--- src/rtl/rob_commit_pkg.sv ---
// rob_commit_pkg: shared types and constants for the ROB retirement stage.
//   ROB_DEPTH / PHYS_REGS size the head index and physical register tags;
//   rob_pkt_t is the ROB head entry, rvfi_pkt_t the retirement record,
//   commit_state_t the retirement FSM state.
package rob_commit_pkg;

  localparam int ROB_DEPTH = 64;
  localparam int PHYS_REGS = 64;
  localparam int PREG_W    = $clog2(PHYS_REGS);
  localparam int ROB_IDX_W = $clog2(ROB_DEPTH);

  typedef struct packed {
    logic [31:0] pc_rdata;
    logic [31:0] insn;
    logic [4:0]  rd_addr;
    logic [31:0] rd_wdata;
  } rvfi_pkt_t;

  typedef struct packed {
    logic              done;
    logic              is_store;
    logic [4:0]        rd_arch;
    logic [PREG_W-1:0] pd;
    logic [PREG_W-1:0] pd_old;
    rvfi_pkt_t         rvfi_pkt;
  } rob_pkt_t;

  typedef enum logic [0:0] {
    IDLE    = 1'b0,
    ST_WAIT = 1'b1
  } commit_state_t;

  // x0 is hardwired: retiring into it neither remaps nor frees a register.
  function automatic logic writes_arch_reg(input rob_pkt_t p);
    return (p.rd_arch != 5'd0);
  endfunction

endpackage

--- src/rtl/rob_commit_if.sv ---
// rob_commit_if: bundle between the ROB head, the retirement stage, the
// retirement RAT, the free list, the store queue and the RVFI trace.
//   slave  : the retirement stage (consumes head entry / ack, drives the rest)
//   master : the surrounding pipeline (drives head entry / ack)
//   mon    : passive observer, all inputs
interface rob_commit_if;
  import rob_commit_pkg::*;

  rob_pkt_t             rob_top_pkt;
  logic                 rob_empty;
  logic [ROB_IDX_W-1:0] rob_head;
  logic                 commit_ren;
  logic                 rrat_wen;
  logic [4:0]           rrat_arch;
  logic [PREG_W-1:0]    rrat_preg;
  logic                 fl_push;
  logic [PREG_W-1:0]    fl_preg;
  logic                 sq_commit_req;
  logic                 sq_commit_ack;
  logic                 rvfi_valid;
  logic [63:0]          rvfi_order;
  rvfi_pkt_t            rvfi_out;

  modport slave (
    input  rob_top_pkt, rob_empty, rob_head, sq_commit_ack,
    output commit_ren, rrat_wen, rrat_arch, rrat_preg, fl_push, fl_preg,
           sq_commit_req, rvfi_valid, rvfi_order, rvfi_out
  );

  modport master (
    output rob_top_pkt, rob_empty, rob_head, sq_commit_ack,
    input  commit_ren, rrat_wen, rrat_arch, rrat_preg, fl_push, fl_preg,
           sq_commit_req, rvfi_valid, rvfi_order, rvfi_out
  );

  modport mon (
    input rob_top_pkt, rob_empty, rob_head, sq_commit_ack,
          commit_ren, rrat_wen, rrat_arch, rrat_preg, fl_push, fl_preg,
          sq_commit_req, rvfi_valid, rvfi_order, rvfi_out
  );
endinterface

--- src/rtl/rob_commit.sv ---
// rob_commit: in-order retirement at the ROB head.
//   clk, rst : clock; asynchronous active-low reset
//   bus      : rob_commit_if.slave
//     in : rob_top_pkt, rob_empty, rob_head (trace only), sq_commit_ack
//     out: commit_ren, rrat_wen/arch/preg, fl_push/preg (combinational),
//          sq_commit_req, rvfi_valid/order/out (registered)
// Non-stores retire the cycle they are done at the head. Stores first park
// in ST_WAIT holding sq_commit_req until the store queue acks, and retire in
// the ack cycle. Mispredict flushes never touch the head, so none are seen here.
module rob_commit
  import rob_commit_pkg::*;
(
  input logic         clk,
  input logic         rst,
  rob_commit_if.slave bus
);

  commit_state_t state_q, state_d;
  logic          sq_req_q, sq_req_d;
  logic          rvfi_valid_q;
  logic [63:0]   rvfi_order_q;
  logic [63:0]   order_cnt_q;
  rvfi_pkt_t     rvfi_out_q;

  logic          head_ok_s;
  logic          commit_ren_s;
  logic          rrat_wen_s;

  // Retirement FSM next state and commit decision.
  always_comb begin
    state_d      = state_q;
    commit_ren_s = 1'b0;
    // rst gating keeps every combinational output low while reset is held.
    head_ok_s    = rst && !bus.rob_empty && bus.rob_top_pkt.done;
    case (state_q)
      IDLE: begin
        if (head_ok_s) begin
          if (bus.rob_top_pkt.is_store) begin
            state_d = ST_WAIT;
          end else begin
            commit_ren_s = 1'b1;
          end
        end else begin
          state_d = IDLE;
        end
      end
      ST_WAIT: begin
        if (rst && bus.sq_commit_ack && !bus.rob_empty) begin
          commit_ren_s = 1'b1;
          state_d      = IDLE;
        end else begin
          state_d = ST_WAIT;
        end
      end
      default: begin
        state_d = IDLE;
      end
    endcase
    // Request is a registered decode of the next state, so it is high for
    // exactly the cycles spent in ST_WAIT and drops on the edge after ack.
    sq_req_d   = (state_d == ST_WAIT);
    rrat_wen_s = commit_ren_s && writes_arch_reg(bus.rob_top_pkt);
  end

  // Combinational RAT / free-list side effects of a commit.
  always_comb begin
    bus.commit_ren = commit_ren_s;
    bus.rrat_wen   = rrat_wen_s;
    bus.fl_push    = rrat_wen_s;
    if (rst) begin
      bus.rrat_arch = bus.rob_top_pkt.rd_arch;
      bus.rrat_preg = bus.rob_top_pkt.pd;
      bus.fl_preg   = bus.rob_top_pkt.pd_old;
    end else begin
      bus.rrat_arch = 5'd0;
      bus.rrat_preg = {PREG_W{1'b0}};
      bus.fl_preg   = {PREG_W{1'b0}};
    end
  end

  // FSM state and store-commit request registers.
  always_ff @(posedge clk or negedge rst) begin
    if (!rst) begin
      state_q  <= IDLE;
      sq_req_q <= 1'b0;
    end else begin
      state_q  <= state_d;
      sq_req_q <= sq_req_d;
    end
  end

  // RVFI record stage and 64-bit retirement counter (wraps naturally).
  always_ff @(posedge clk or negedge rst) begin
    if (!rst) begin
      rvfi_valid_q <= 1'b0;
      rvfi_order_q <= 64'd0;
      order_cnt_q  <= 64'd0;
      rvfi_out_q   <= '0;
    end else begin
      rvfi_valid_q <= commit_ren_s;
      if (commit_ren_s) begin
        rvfi_out_q   <= bus.rob_top_pkt.rvfi_pkt;
        rvfi_order_q <= order_cnt_q;
        order_cnt_q  <= order_cnt_q + 64'd1;
      end else begin
        rvfi_out_q   <= rvfi_out_q;
        rvfi_order_q <= rvfi_order_q;
        order_cnt_q  <= order_cnt_q;
      end
    end
  end

  assign bus.sq_commit_req = sq_req_q;
  assign bus.rvfi_valid    = rvfi_valid_q;
  assign bus.rvfi_order    = rvfi_order_q;
  assign bus.rvfi_out      = rvfi_out_q;

endmodule

--- src/flat_wrapper.sv ---
// flat-port wrapper written by rule: the top's interface ports become plain ports
module rob_commit_flat import rob_commit_pkg::*;
  (clk, rst, bus_rob_top_pkt, bus_rob_empty, bus_rob_head, bus_sq_commit_ack, bus_commit_ren, bus_rrat_wen, bus_rrat_arch, bus_rrat_preg, bus_fl_push, bus_fl_preg, bus_sq_commit_req, bus_rvfi_valid, bus_rvfi_order, bus_rvfi_out);
  rob_commit_if bus_i ();
  input logic clk;
  input logic rst;
  input wire logic [$bits(bus_i.rob_top_pkt)-1:0] bus_rob_top_pkt;
  input wire logic [$bits(bus_i.rob_empty)-1:0] bus_rob_empty;
  input wire logic [$bits(bus_i.rob_head)-1:0] bus_rob_head;
  input wire logic [$bits(bus_i.sq_commit_ack)-1:0] bus_sq_commit_ack;
  output wire logic [$bits(bus_i.commit_ren)-1:0] bus_commit_ren;
  output wire logic [$bits(bus_i.rrat_wen)-1:0] bus_rrat_wen;
  output wire logic [$bits(bus_i.rrat_arch)-1:0] bus_rrat_arch;
  output wire logic [$bits(bus_i.rrat_preg)-1:0] bus_rrat_preg;
  output wire logic [$bits(bus_i.fl_push)-1:0] bus_fl_push;
  output wire logic [$bits(bus_i.fl_preg)-1:0] bus_fl_preg;
  output wire logic [$bits(bus_i.sq_commit_req)-1:0] bus_sq_commit_req;
  output wire logic [$bits(bus_i.rvfi_valid)-1:0] bus_rvfi_valid;
  output wire logic [$bits(bus_i.rvfi_order)-1:0] bus_rvfi_order;
  output wire logic [$bits(bus_i.rvfi_out)-1:0] bus_rvfi_out;
  assign bus_i.rob_top_pkt = bus_rob_top_pkt;
  assign bus_i.rob_empty = bus_rob_empty;
  assign bus_i.rob_head = bus_rob_head;
  assign bus_i.sq_commit_ack = bus_sq_commit_ack;
  assign bus_commit_ren = bus_i.commit_ren;
  assign bus_rrat_wen = bus_i.rrat_wen;
  assign bus_rrat_arch = bus_i.rrat_arch;
  assign bus_rrat_preg = bus_i.rrat_preg;
  assign bus_fl_push = bus_i.fl_push;
  assign bus_fl_preg = bus_i.fl_preg;
  assign bus_sq_commit_req = bus_i.sq_commit_req;
  assign bus_rvfi_valid = bus_i.rvfi_valid;
  assign bus_rvfi_order = bus_i.rvfi_order;
  assign bus_rvfi_out = bus_i.rvfi_out;
  rob_commit u_core (.clk(clk), .rst(rst), .bus(bus_i));
endmodule
--- config.mk ---
export PLATFORM = sky130hd
export DESIGN_NAME = rob_commit_flat
export DESIGN_NICKNAME = d
export VERILOG_FILES = /design/src/rtl/rob_commit_pkg.sv /design/src/rtl/rob_commit_if.sv /design/src/rtl/rob_commit.sv /design/src/flat_wrapper.sv
export SDC_FILE = /design/constraint.sdc
export NUM_CORES = 1
export LEC_CHECK = 0
export BUFFER_PORTS_ARGS = -buffer_cell sky130_fd_sc_hd__buf_2
export CAP_MARGIN = 5
export CORE_MARGIN = 2
export CORE_UTILIZATION = 50
export DETAILED_ROUTE_END_ITERATION = 7
export GPL_TIMING_DRIVEN = 0
export PLACE_DENSITY = 0.79
export SLEW_MARGIN = 25
export SYNTH_ARGS = -nofsm -noshare
export SYNTH_HDL_FRONTEND = slang
export SYNTH_SLANG_ARGS = --single-unit
--- constraint.sdc ---
create_clock -name clk -period 4.4 [get_ports clk]
set_clock_uncertainty 0.1 [all_clocks]
set_input_delay 0.44 -clock clk [delete_from_list [all_inputs] [get_ports clk]]
set_output_delay 0.44 -clock clk [all_outputs]
set_load 0.005 [all_outputs]
==> impl_metrics.ini <==
[outcome]
status = complete, no violations

[power_and_ir_drop]
intPower_w = 0.00447
cellLeakagePower_nw = 6.26
p_seq_share_pct = 47.4
power.total_w = 0.00598
powerDensity_mw_per_mm2 = 486
sw_frac_of_total_pct = 25.2
p_switching_w = 0.00151
vdd_ir_drop_max_uv = 409
p_comb_share_pct = 20.4
clkPwrFrac_pct = 32.2

[clocking]
cts_made_buffers = 24
cts.repair.resized = 0
post_cts.repair.setup_buffers = 0
cts_max_level = 1
cts-hold-fix-buffers = 1
cts_sinks = 231
cts_root_buffer = clkbuf_16
cts_buffer_depth = 3
cts_tree = yes
clk_pin_slew_worst_paths_ns = 0.06
worstSkewPairLatency_ns = 0.50

[die]
start_util_pct = 51.3
num_rows = 50
die-area_mm2 = 0.0204
io_pins = 317
core_area_mm2 = 0.0188
die_w_um = 143
die-height_um = 143

[min_path]
hp-class = input port to flip-flop
hold_depth = 2
worst_hold_startpoint = bus_rob_top_pkt[43]

[logic_synthesis]
synthFlopType = dfrtp_1
synthArstFlopShare_pct = 100
synth_common_cells = 231 x dfrtp_1, 166 x mux2_2, 43 x xor2_1
syn_area_mm2 = 0.00962
synth-seq-cells = 231
synth-edff-count = 0
yosys_warnings = 0
synthCells = 690
syn_nets = 821
yosysSeqAreaShare_pct = 60.1
synth_area_per_cell_um2 = 13.9
synth.most_common_cell = dfrtp_1
yosys-top-cells-area = dfrtp_1 60%, mux2_2 19%, xor2_1 3.9%
synth.distinct_cells = 39
netlist.area_leader.share_pct = 60.1
yosysTopAreaCell = dfrtp_1

[setup_path]
worstPathArrival_ns = 3.31
critPathBufInv = 8
criticalPathCategory = input port to output pin
crit_chain = dlygate4sd3_1 -> buf_8 -> buf_16 -> nor2b_1 -> o21a_1 -> buf_4 -> buf_4 -> buf_2 -> o21a_1 -> buf_4 -> buf_2
cpPeakStageDelay_ns = 0.57
crit_start = rst
cp_top_family = buffers and inverters
critPathRequiredTime_ns = 3.86
critPathLaunchType = input port
cp.depth = 11
worst-path-max-fanout = 86
cpMostUsedCell = buf_4
reg2reg_depth = 6
reg2reg_from = u_core.state_q
critPathSlowestCell = dlygate4sd3_1
crit_path_end_kind = output pin

[global_routing]
grt_start_max_net_pins = 94
gr-usage-all-layers_pct = 22.3
grt_pass1_vias = 7037
antenna_found_initial = 1
grt_first_pass_wirelength_mm = 36.1
globalRouteOverflowTotal = 0

[sta]
fin_crit_sh_pct = 87.4
fmax_mhz = 260
slew_headroom_pct = 64.6
layout_min_cycle_time_ns = 3.85
worstMarginPinSlew_ns = 0.527
final-setup-viol-count = 0
rsz0062_at_grt = false
slew_violations = 0
hold_viol = 0

[finish]
fin_area_mm2 = 0.0123
final_nets = 1160
stdcell_count = 1276
synthToLayoutAreaGrowth_pct = 27.8
drive_gt1_share_pct = 54.5

[route]
wire_per_inst_um = 17.7
drt_drc_violations_left = 0
postRouteAntennaNets = 0
vias = 6734
vias_per_cell = 5.28
drt-initial-drc-count = 300
firstDrtPassIters = 4
wirelength_mm = 22.6

[place]
numPortBuffers = 310
placed_cell_area_mm2 = 0.0115
placed_cells = 1236
dp.final_hpwl_mm = 16.7
place.gp.congestion = 0.872

[run]
drv_cap = 0
==> sequential cells by signal, indices dropped and copies added, names as in the netlist <==
name,flops
u_core.bus.rvfi_order,64
u_core.bus.rvfi_out,101
u_core.bus.rvfi_valid,1
u_core.order_cnt_q,64
u_core.state_q,1
==> layout make-up <==
cell class              count  area [µm²]
fillers                  1409        6470
flip-flops and latches    231        5780
multi-input cells         424        3660
repair buffers            313        1630
clock buffers              38         754
well taps                 234         293
plain buffers              26         141
inverters                   9        33.8
diodes                      1        2.50
==> metrics by stage <==
step	worst slack [ns]	utilization [%]	TNS, ns	hold slack [ns]
2_1_floorplan	2.22	-	0	0.0444
3_3_place_gp	-2.08	61.1	-721.77	0.354
3_5_place_dp	1.07	61.4	0	0.316
4_1_cts	0.464	65.5	0	0.0458
5_1_grt	0.242	65.5	0	0.0463
6_report	0.555	65.5	0	0.0658
==> layout by cell type, fill, tap and decap left out, types with 3 or more instances in the layout <==
cell type | synthesis | layout
clkbuf_1 | 2 | 7
nor4_2 | 15 | 15
buf_2 | 20 | 329
dfrtp_1 | 231 | 231
nor3_2 | 3 | 3
nor3_1 | 21 | 21
nor4_1 | 5 | 5
inv_1 | 9 | 9
nand2_1 | 33 | 33
or3_1 | 3 | 3
clkbuf_16 | 0 | 25
mux2_2 | 166 | 166
clkbuf_8 | 0 | 8
nand4_1 | 16 | 16
and2_1 | 18 | 18
nand3_1 | 27 | 27
xor2_1 | 43 | 43
buf_4 | 3 | 3
nand4_4 | 3 | 3
xnor2_1 | 20 | 20
nor2_1 | 26 | 26
==> layer usage <==
layer	global-route usage (%)	part of all wire, %	vias to the layer above
met5	0	0	-
met3	6.54	9.1	43
met2	38.1	48	304
met1	27.2	40	3278
met4	7.24	2.9	0
li1	-	-	3109
==> kinds of logic (layout without fill, tap and decap cells) <==
logic type,Yosys count,in the layout,share of synthesized area (%)
AO/OA/AOI/OAI,6,6,0.455
XOR/XNOR,63,63,5.74
adder cells (fa/ha/maj),1,1,0.130
buffers and inverters,35,386,1.82
flip-flops,231,231,60.1
multiplexers,166,166,19.4
other,0,1,0
AND/OR/NAND/NOR,188,188,12.3
==> worst paths after layout <==
check                                            end  slack (ns)
max in group asynchronous  u_core.bus.rvfi_order[42]        3.00
min in group asynchronous      u_core.order_cnt_q[4]        0.39
min reg2reg                   u_core.order_cnt_q[63]        0.37
max reg2reg                u_core.bus.rvfi_order[36]        1.99
max                                     bus_rrat_wen        0.55
min                          u_core.bus.rvfi_out[43]        0.07
==> power groups by stage <==
stage | Combinational [W] | Sequential, W | Clock, W
after floorplan | 0.000503 | 0.00289 | 0
after global placement | 0.00120 | 0.00284 | 0
after detailed placement | 0.00124 | 0.00286 | 0
after global routing | 0.00135 | 0.00289 | 0.00207
final | 0.00122 | 0.00283 | 0.00193
after CTS | 0.00124 | 0.00284 | 0.00198
No activity file was read; power rests on OpenSTA's default activity.
